**config.mk**
```make
export PLATFORM = sky130hd
export DESIGN_NAME = mix_sequencer
export DESIGN_NICKNAME = d
export VERILOG_FILES = /design/src/rtl/mix_sequencer_pkg.sv /design/src/rtl/mix_sample_fifo2.sv /design/src/rtl/mix_sequencer.sv
export SDC_FILE = /design/constraint.sdc
export NUM_CORES = 1
export LEC_CHECK = 0
export CAP_MARGIN = 10
export CORE_MARGIN = 3
export CORE_UTILIZATION = 44
export DETAILED_ROUTE_END_ITERATION = 16
export GPL_TIMING_DRIVEN = 0
export PLACE_DENSITY = 0.7
export SYNTH_ARGS = -nofsm -noshare
export SYNTH_HDL_FRONTEND = slang
export SYNTH_HIERARCHICAL = 1
export SYNTH_SLANG_ARGS = --single-unit
```
**constraint.sdc**
```tcl
create_clock -name clk -period 6.9 [get_ports clk]
set_input_delay 2.07 -clock clk [delete_from_list [all_inputs] [get_ports clk]]
set_output_delay 2.07 -clock clk [all_outputs]
set_load 0.05 [all_outputs]
```
**src/rtl/mix_sequencer_pkg.sv**
```systemverilog
// Shared types and constants for the VM2413 mix sequencer.
// Slot/stage types match the operator pipeline numbering.
package mix_sequencer_pkg;

    typedef logic [4:0] SLOT_TYPE;
    typedef logic [1:0] STAGE_TYPE;

    localparam SLOT_TYPE  SLOT_LAST  = 5'd17;
    localparam STAGE_TYPE STAGE_LAST = 2'd3;
    localparam int        MIX_W      = 14;

    typedef logic [MIX_W-1:0] mix_t;

endpackage

```
**src/rtl/mix_sample_fifo2.sv**
```systemverilog
// Two-entry sample FIFO between the sequencer and the audio path.
// A pop frees a slot in the same edge, so push+pop on full succeeds.
import mix_sequencer_pkg::*;

module mix_sample_fifo2 (
    input  logic clk,
    input  logic reset,
    input  logic push_i,
    input  mix_t data_i,
    input  logic pop_i,
    output mix_t head_o,
    output logic full_o,
    output logic empty_o,
    output logic drop_o
);

    mix_t       mem_q [2];
    logic       wr_q;
    logic       rd_q;
    logic [1:0] cnt_q;
    logic       do_push;
    logic       do_pop;

    assign full_o  = (cnt_q == 2'd2);
    assign empty_o = (cnt_q == 2'd0);
    assign do_pop  = pop_i && !empty_o;
    assign do_push = push_i && (!full_o || do_pop);
    assign drop_o  = push_i && full_o && !do_pop;
    assign head_o  = mem_q[rd_q];

    // Storage, pointers and occupancy update
    always_ff @(posedge clk) begin
        if (reset) begin
            mem_q[0] <= '0;
            mem_q[1] <= '0;
            wr_q     <= 1'b0;
            rd_q     <= 1'b0;
            cnt_q    <= 2'd0;
        end else begin
            if (do_push) begin
                mem_q[wr_q] <= data_i;
                wr_q        <= ~wr_q;
            end
            if (do_pop)
                rd_q <= ~rd_q;
            unique case ({do_push, do_pop})
                2'b10:   cnt_q <= cnt_q + 2'd1;
                2'b01:   cnt_q <= cnt_q - 2'd1;
                default: cnt_q <= cnt_q;
            endcase
        end
    end

endmodule

```
**src/rtl/mix_sequencer.sv**
```systemverilog
// Clock-enable, stage and slot sequencer for the VM2413 pipeline.
// Captures one mixer sum per frame into a small output buffer.
import mix_sequencer_pkg::*;

module mix_sequencer #(
    parameter int CLK_DIV = 6,
    parameter int OVR_W   = 8
) (
    input  logic             clk,
    input  logic             reset,
    input  logic             run,
    input  logic             resync,
    input  logic             rhythm_req,
    input  mix_t             mixout,
    output logic             clkena,
    output SLOT_TYPE         slot,
    output STAGE_TYPE        stage,
    output logic             rhythm,
    output logic             frame_start,
    output mix_t             sample_data,
    output logic             sample_valid,
    input  logic             sample_ready,
    output logic [OVR_W-1:0] overrun
);

    localparam int PW = (CLK_DIV > 1) ? $clog2(CLK_DIV) : 1;
    localparam logic [PW-1:0] P_LAST = PW'(CLK_DIV - 1);

    logic [PW-1:0]    presc_q, presc_d;
    logic             clkena_q, clkena_d;
    SLOT_TYPE         slot_q, slot_d;
    STAGE_TYPE        stage_q, stage_d;
    logic             rhythm_q, rhythm_d;
    logic [OVR_W-1:0] ovr_q, ovr_d;
    logic             last_pulse;
    logic             push;
    logic             pop;
    logic             full;
    logic             empty;
    logic             drop;

    assign last_pulse = clkena_q && (slot_q == SLOT_LAST)
                        && (stage_q == STAGE_LAST);
    assign push = last_pulse && !resync;
    assign pop  = sample_ready;

    // Next-state for prescaler, counters, rhythm latch and overruns
    always_comb begin
        presc_d  = presc_q;
        clkena_d = 1'b0;
        slot_d   = slot_q;
        stage_d  = stage_q;
        rhythm_d = rhythm_q;
        ovr_d    = ovr_q;
        if (run) begin
            clkena_d = (presc_q == P_LAST);
            presc_d  = (presc_q == P_LAST) ? '0 : presc_q + 1'b1;
        end
        if (clkena_q) begin
            stage_d = stage_q + 2'd1;
            if (stage_q == STAGE_LAST)
                slot_d = (slot_q == SLOT_LAST) ? '0 : slot_q + 5'd1;
        end
        if (last_pulse)
            rhythm_d = rhythm_req;
        if (drop && (ovr_q != '1))
            ovr_d = ovr_q + 1'b1;
        if (resync) begin
            presc_d  = '0;
            clkena_d = 1'b0;
            slot_d   = '0;
            stage_d  = '0;
            rhythm_d = rhythm_req;
        end
    end

    // Sequencer state registers
    always_ff @(posedge clk) begin
        if (reset) begin
            presc_q  <= '0;
            clkena_q <= 1'b0;
            slot_q   <= '0;
            stage_q  <= '0;
            rhythm_q <= 1'b0;
            ovr_q    <= '0;
        end else begin
            presc_q  <= presc_d;
            clkena_q <= clkena_d;
            slot_q   <= slot_d;
            stage_q  <= stage_d;
            rhythm_q <= rhythm_d;
            ovr_q    <= ovr_d;
        end
    end

    mix_sample_fifo2 u_fifo (
        .clk     (clk),
        .reset   (reset),
        .push_i  (push),
        .data_i  (mixout),
        .pop_i   (pop),
        .head_o  (sample_data),
        .full_o  (full),
        .empty_o (empty),
        .drop_o  (drop)
    );

    assign clkena       = clkena_q;
    assign slot         = slot_q;
    assign stage        = stage_q;
    assign rhythm       = rhythm_q;
    assign overrun      = ovr_q;
    assign sample_valid = !empty;
    assign frame_start  = clkena_q && (slot_q == '0) && (stage_q == '0);

endmodule

```
=== Yosys cells after proc, flatten, opt, wreduce, memory -nomap -nowiden ===
Memory sizes are Yosys's and may differ from the RTL's. A register that Yosys moved wholly into a read port is not among the register bits.
Cells that the tools add are included.

* Equal/unequal tests: 7
* Mux-type cells: 15
* Bitwise operators: 3
* Reductions and logical operators: 24
* Add/sub/neg operators: 6

{| class="wikitable"
|+ Operators with widths
! operator !! count
|-
| $mux 14 || 1
|-
| $reduce_or 14->1 || 1
|-
| $mux 1 || 11
|-
| $logic_and 1x1->1 || 10
|-
| $add 8x1->8 const B || 1
|-
| $ne 8x8->1 const B || 1
|-
| $eq 2x2->1 const B || 3
|-
| $add 5x1->5 const B || 1
|-
| $eq 5x5->1 const B || 1
|-
| $logic_not 5->1 || 1
|-
| $mux 5 || 1
|-
| $add 2x1->2 const B || 2
|-
| $logic_not 1->1 || 4
|-
| $logic_not 2->1 || 2
|-
| $pmux 2 s2 || 1
|-
| $reduce_bool 2->1 || 2
|-
| $add 3x1->3 const B || 1
|-
| $eq 3x3->1 const B || 1
|-
| $mux 3 || 1
|-
| $not 1->1 || 3
|-
| $reduce_or 3->1 || 1
|-
| $eq 2x1->1 const B || 1
|-
| $reduce_and 2->1 || 1
|-
| $reduce_or 2->1 || 1
|-
| 2 further kinds || 2
|}

* Memories: 1
* Logic and storage cells: 65
* Input port bits: 20
* Bits in registers: 24
* Memory bits (writable): 28
* Output and inout bits: 33

{| class="wikitable"
|+ Memory list
! memory !! depth !! bits a word !! read ports !! clocked after memory_dff !! wr ports !! RTL line !! source
|-
| u_fifo.mem_q || 2 || 14 || 1 || 1 || 2 || mix_sample_fifo2.sv:17 || <nowiki>mix_t mem_q [2];</nowiki>
|}

=== Depth between registers and ports, before layout ===
* Depth in word-level cells: 10
* Depth in mapped cells: 11
* Depth with buffers taken out: 9

=== By module ===
Netlist, hierarchy kept.

{| class="wikitable"
|+ By module, submodules not included
! module !! sequential area each (µm²) !! instances !! area each (µm²) !! cells each
|-
| mix_sample_fifo2 || 940.9 || 1 || 1524.0 || 108
|-
| mix_sequencer || 400.4 || 1 || 1017.2 || 112
|}

=== Worst setup path before layout ===
OpenSTA, ideal clock, no wires.

* Kind: reg2out
* From: register slot_q[2] (netlist: slot[2])
* To: output port frame_start
* Required time: 4.830 ns
* Cell stages (with the launch flop): 4
* Path buffers: 0
* Slack: 2.830 ns
* Arrival: 2.000 ns
* Cell sequence: dfxtp_1 nor2_1 nand3_1 nor3b_1

* Longest elaborated chain between the ends: 3

{| class="wikitable"
|+ Ends and longest elaborated chain
! element !! RTL line !! source
|-
| start, declared || mix_sequencer.sv:31 || <nowiki>SLOT_TYPE slot_q, slot_d;</nowiki>
|-
| start signal, assigned || mix_sequencer.sv:89 || <nowiki>slot_q <= slot_d;</nowiki>
|-
| $logic_not 5->1 || mix_sequencer.sv:114 || <nowiki>assign frame_start = clkena_q && (slot_q == '0) && (stage_q == '0);</nowiki>
|-
| $logic_and 1x1->1 (2 in series) || mix_sequencer.sv:114 ||
|-
| end, declared || mix_sequencer.sv:19 || <nowiki>output logic frame_start,</nowiki>
|}

Every way passes these cells.

==> results.py <==
metrics = {
    "sta": {
        "setup_viol": 0,
        "final_max_slew_viol_count": 0,
        "min_period_over_period_pct": 61.06,
        "setup_tns_ns": 0,
        "relSlewSlack_pct": 64.84,
        "fin_crit_ns": 4.213,
        "rsz0062_at_grt": "false",
        "tightest_slew_ns": 0.5257,
        "finalHoldViolCount": 0,
        "holdWs_ns": 0.4739,
        "fmax_ghz": 0.2373,
        "worst_slack_ns": 2.687,
        "fin_skew_ns": 0.008258,
    },
    "global_route": {
        "antenna_found_initial": 0,
        "grt.total_usage_pct": 15.15,
        "grt_pass1_wl_mm": 7.886,
        "grt.overflow.total": 0,
        "grt_max_degree": 17,
        "first_global_vias": 1694,
    },
    "drt": {
        "drt_wl_total_mm": 4.713,
        "drt_iter0_markers": 72,
        "via_per_inst": 4.991,
        "dr.pass1.iters": 4,
        "dr_total_vias": 1757,
        "wl_per_cell_um": 13.39,
        "drt.antenna.violating_nets": 0,
        "drcViolationCount": 0,
    },
    "run_status": {
        "status": "finished, final reports clean",
    },
    "placement": {
        "routabilityCongestion": 0.7569,
        "numPlacedInstances": 344,
        "numPortBuffers": 52,
        "dp_hpwl_mm": 3.318,
        "dp_slack_ns": 2.615,
    },
    "cts": {
        "htree_num_levels": 2,
        "cts_inserted_buffers": 5,
        "ctsLongestPathBuffers": 2,
        "clockRootBuffer": "clkbuf_8",
        "post_cts_resized": 0,
        "cts.sinks": 53,
        "postCtsHoldBufs": 0,
        "clk_latency_ns": 0.31,
        "cts_tree": "built",
        "clkTransAtPathRegs_ns": 0.10,
        "post_cts_buffers": 0,
    },
    "floorplanning": {
        "die_h_um": 81.94,
        "num_rows": 27,
        "design.core.area_um2": 5540,
        "design.die.area_um2": 6714,
        "fp.dieW_um": 81.94,
        "io_pins": 53,
        "start_util_pct": 45.80,
    },
    "worst_hold_path": {
        "hp-class": "reg -> reg",
    },
    "cells_and_area": {
        "n_antenna_cell": 0,
        "nets": 305,
        "layout-drive-gt1-share_pct": 14.29,
        "fin_cells": 352,
        "fillers": 489,
        "area_growth_pct": 28.90,
    },
    "synthesis": {
        "synth_warnings": 6,
        "syn-num-nets": 245,
        "syn_area_um2": 2537,
        "syn_avg_cell_area_um2": 11.59,
        "netlist_instances": 219,
    },
    "job": {
        "cap_violations": 0,
    },
    "worst_setup_path": {
        "startpoint_type": "flop",
        "critPathBufInv": 2,
        "slowest_stage": "clkdlybuf4s50_1",
        "crit_arrival_ns": 2.14,
        "crit_family": "buffers and inverters",
        "path_max_fanout": 10,
        "end_kind": "output pin",
        "cp_data_required_time_ns": 4.83,
        "worstSetupPathType": "reg -> out",
        "cpPeakStageDelay_ns": 0.72,
        "crit_chain": "buf_2 -> mux2_2 -> clkdlybuf4s50_1",
    },
    "pwr": {
        "total_power_uw": 588.1,
        "power.leakage_nw": 1.196,
        "powerDensity_nw_per_um2": 179.8,
        "vdd_ir_drop_max_mv": 0.08397,
    },
}
## metrics by stage
stage          utilization, %  area [µm²]
2_1_floorplan               -        2537
3_3_place_gp            56.82        3148
3_5_place_dp            56.96        3156
4_1_cts                 59.03        3271
5_1_grt                 59.03        3271
6_report                59.03        3271
## per-layer routing
metal	up-vias	share of wire (%)	track usage, %
li1	900	-	-
met1	813	47	19.50
met2	39	46	25.36
met3	5	5.3	3.728
met4	0	0.95	3.987
met5	-	0	0
## power by group
| part | internal, mW | leakage (nW) | switching [mW] | total [mW] |
|---|---|---|---|---|
| sequential | 0.337 | 0.487 | 0.00177 | 0.339 |
| combinational | 0.0204 | 0.653 | 0.0251 | 0.0455 |
| clock | 0.103 | 0.0556 | 0.100 | 0.204 |
| total | 0.461 | 1.20 | 0.127 | 0.588 |
## registers in the layout, summed over array words and instances, names as in the netlist, named ones only
| signal | flops |
|---|---|
| rhythm | 1 |
| u_fifo/cnt_q | 2 |
| u_fifo/wr_q | 1 |
| overrun | 8 |
| presc_q | 3 |
| slot | 5 |
| stage | 2 |
| u_fifo/rd_q | 1 |
| u_fifo/mem_q | 28 |
| clkena | 1 |
## final cells by class
class	count	area, µm²	area share (%)
clock inverter	1	7.507	0.2295
buffer	11	73.82	2.257
clock buffer	7	107.6	3.290
tap	72	90.09	2.754
inverter	6	22.52	0.6886
timing repair buffer	53	528.0	16.14
multi-input combinational	149	1100	33.63
sequential	53	1341	41.01
## cells in the final DEF (no fill, tap or decap), types with 2 or more instances in the layout
cell,instances
nand2_1,7
and4b_1,2
and2_1,29
nand4_1,3
inv_1,6
o21ai_0,4
nor3_1,2
clkbuf_8,6
xnor2_1,3
nand2b_1,7
clkdlybuf4s50_1,52
mux2_2,14
a41oi_1,2
dfxtp_1,25
buf_4,2
nor2b_1,4
a311oi_1,2
and3_1,2
or3_1,3
nand3_1,4
clkbuf_1,2
xor2_1,3
edfxtp_1,28
a211oi_2,2
a21oi_1,11
mux2i_1,5
ha_1,6
buf_2,5
buf_6,3
nor2_1,16
mux2_1,2
## path summary, 6_finish.rpt
| path | startpoint | end | slack [ns] | depth (start not counted) |
|---|---|---|---|---|
| setup reg to reg | stage[0]$_SDFFE_PP0P_ | overrun[5]$_SDFFE_PP0P_ | 4.17 | 11 |
| setup / recovery | flop | sample_data[3] | 2.69 | 3 |
| hold reg to reg | presc_q[2]$_SDFFE_PP0P_ | clkena$_SDFF_PP0_ | 0.47 | 2 |
| hold / removal | presc_q[2]$_SDFFE_PP0P_ | clkena$_SDFF_PP0_ | 0.47 | 2 |
## tightest hold or removal path, stage by stage, from the launching register on
cell	delay, ns
dfxtp_1	0.33
inv_1	0.07
nor4_1	0.05
(Power assumes the default switching activity.)
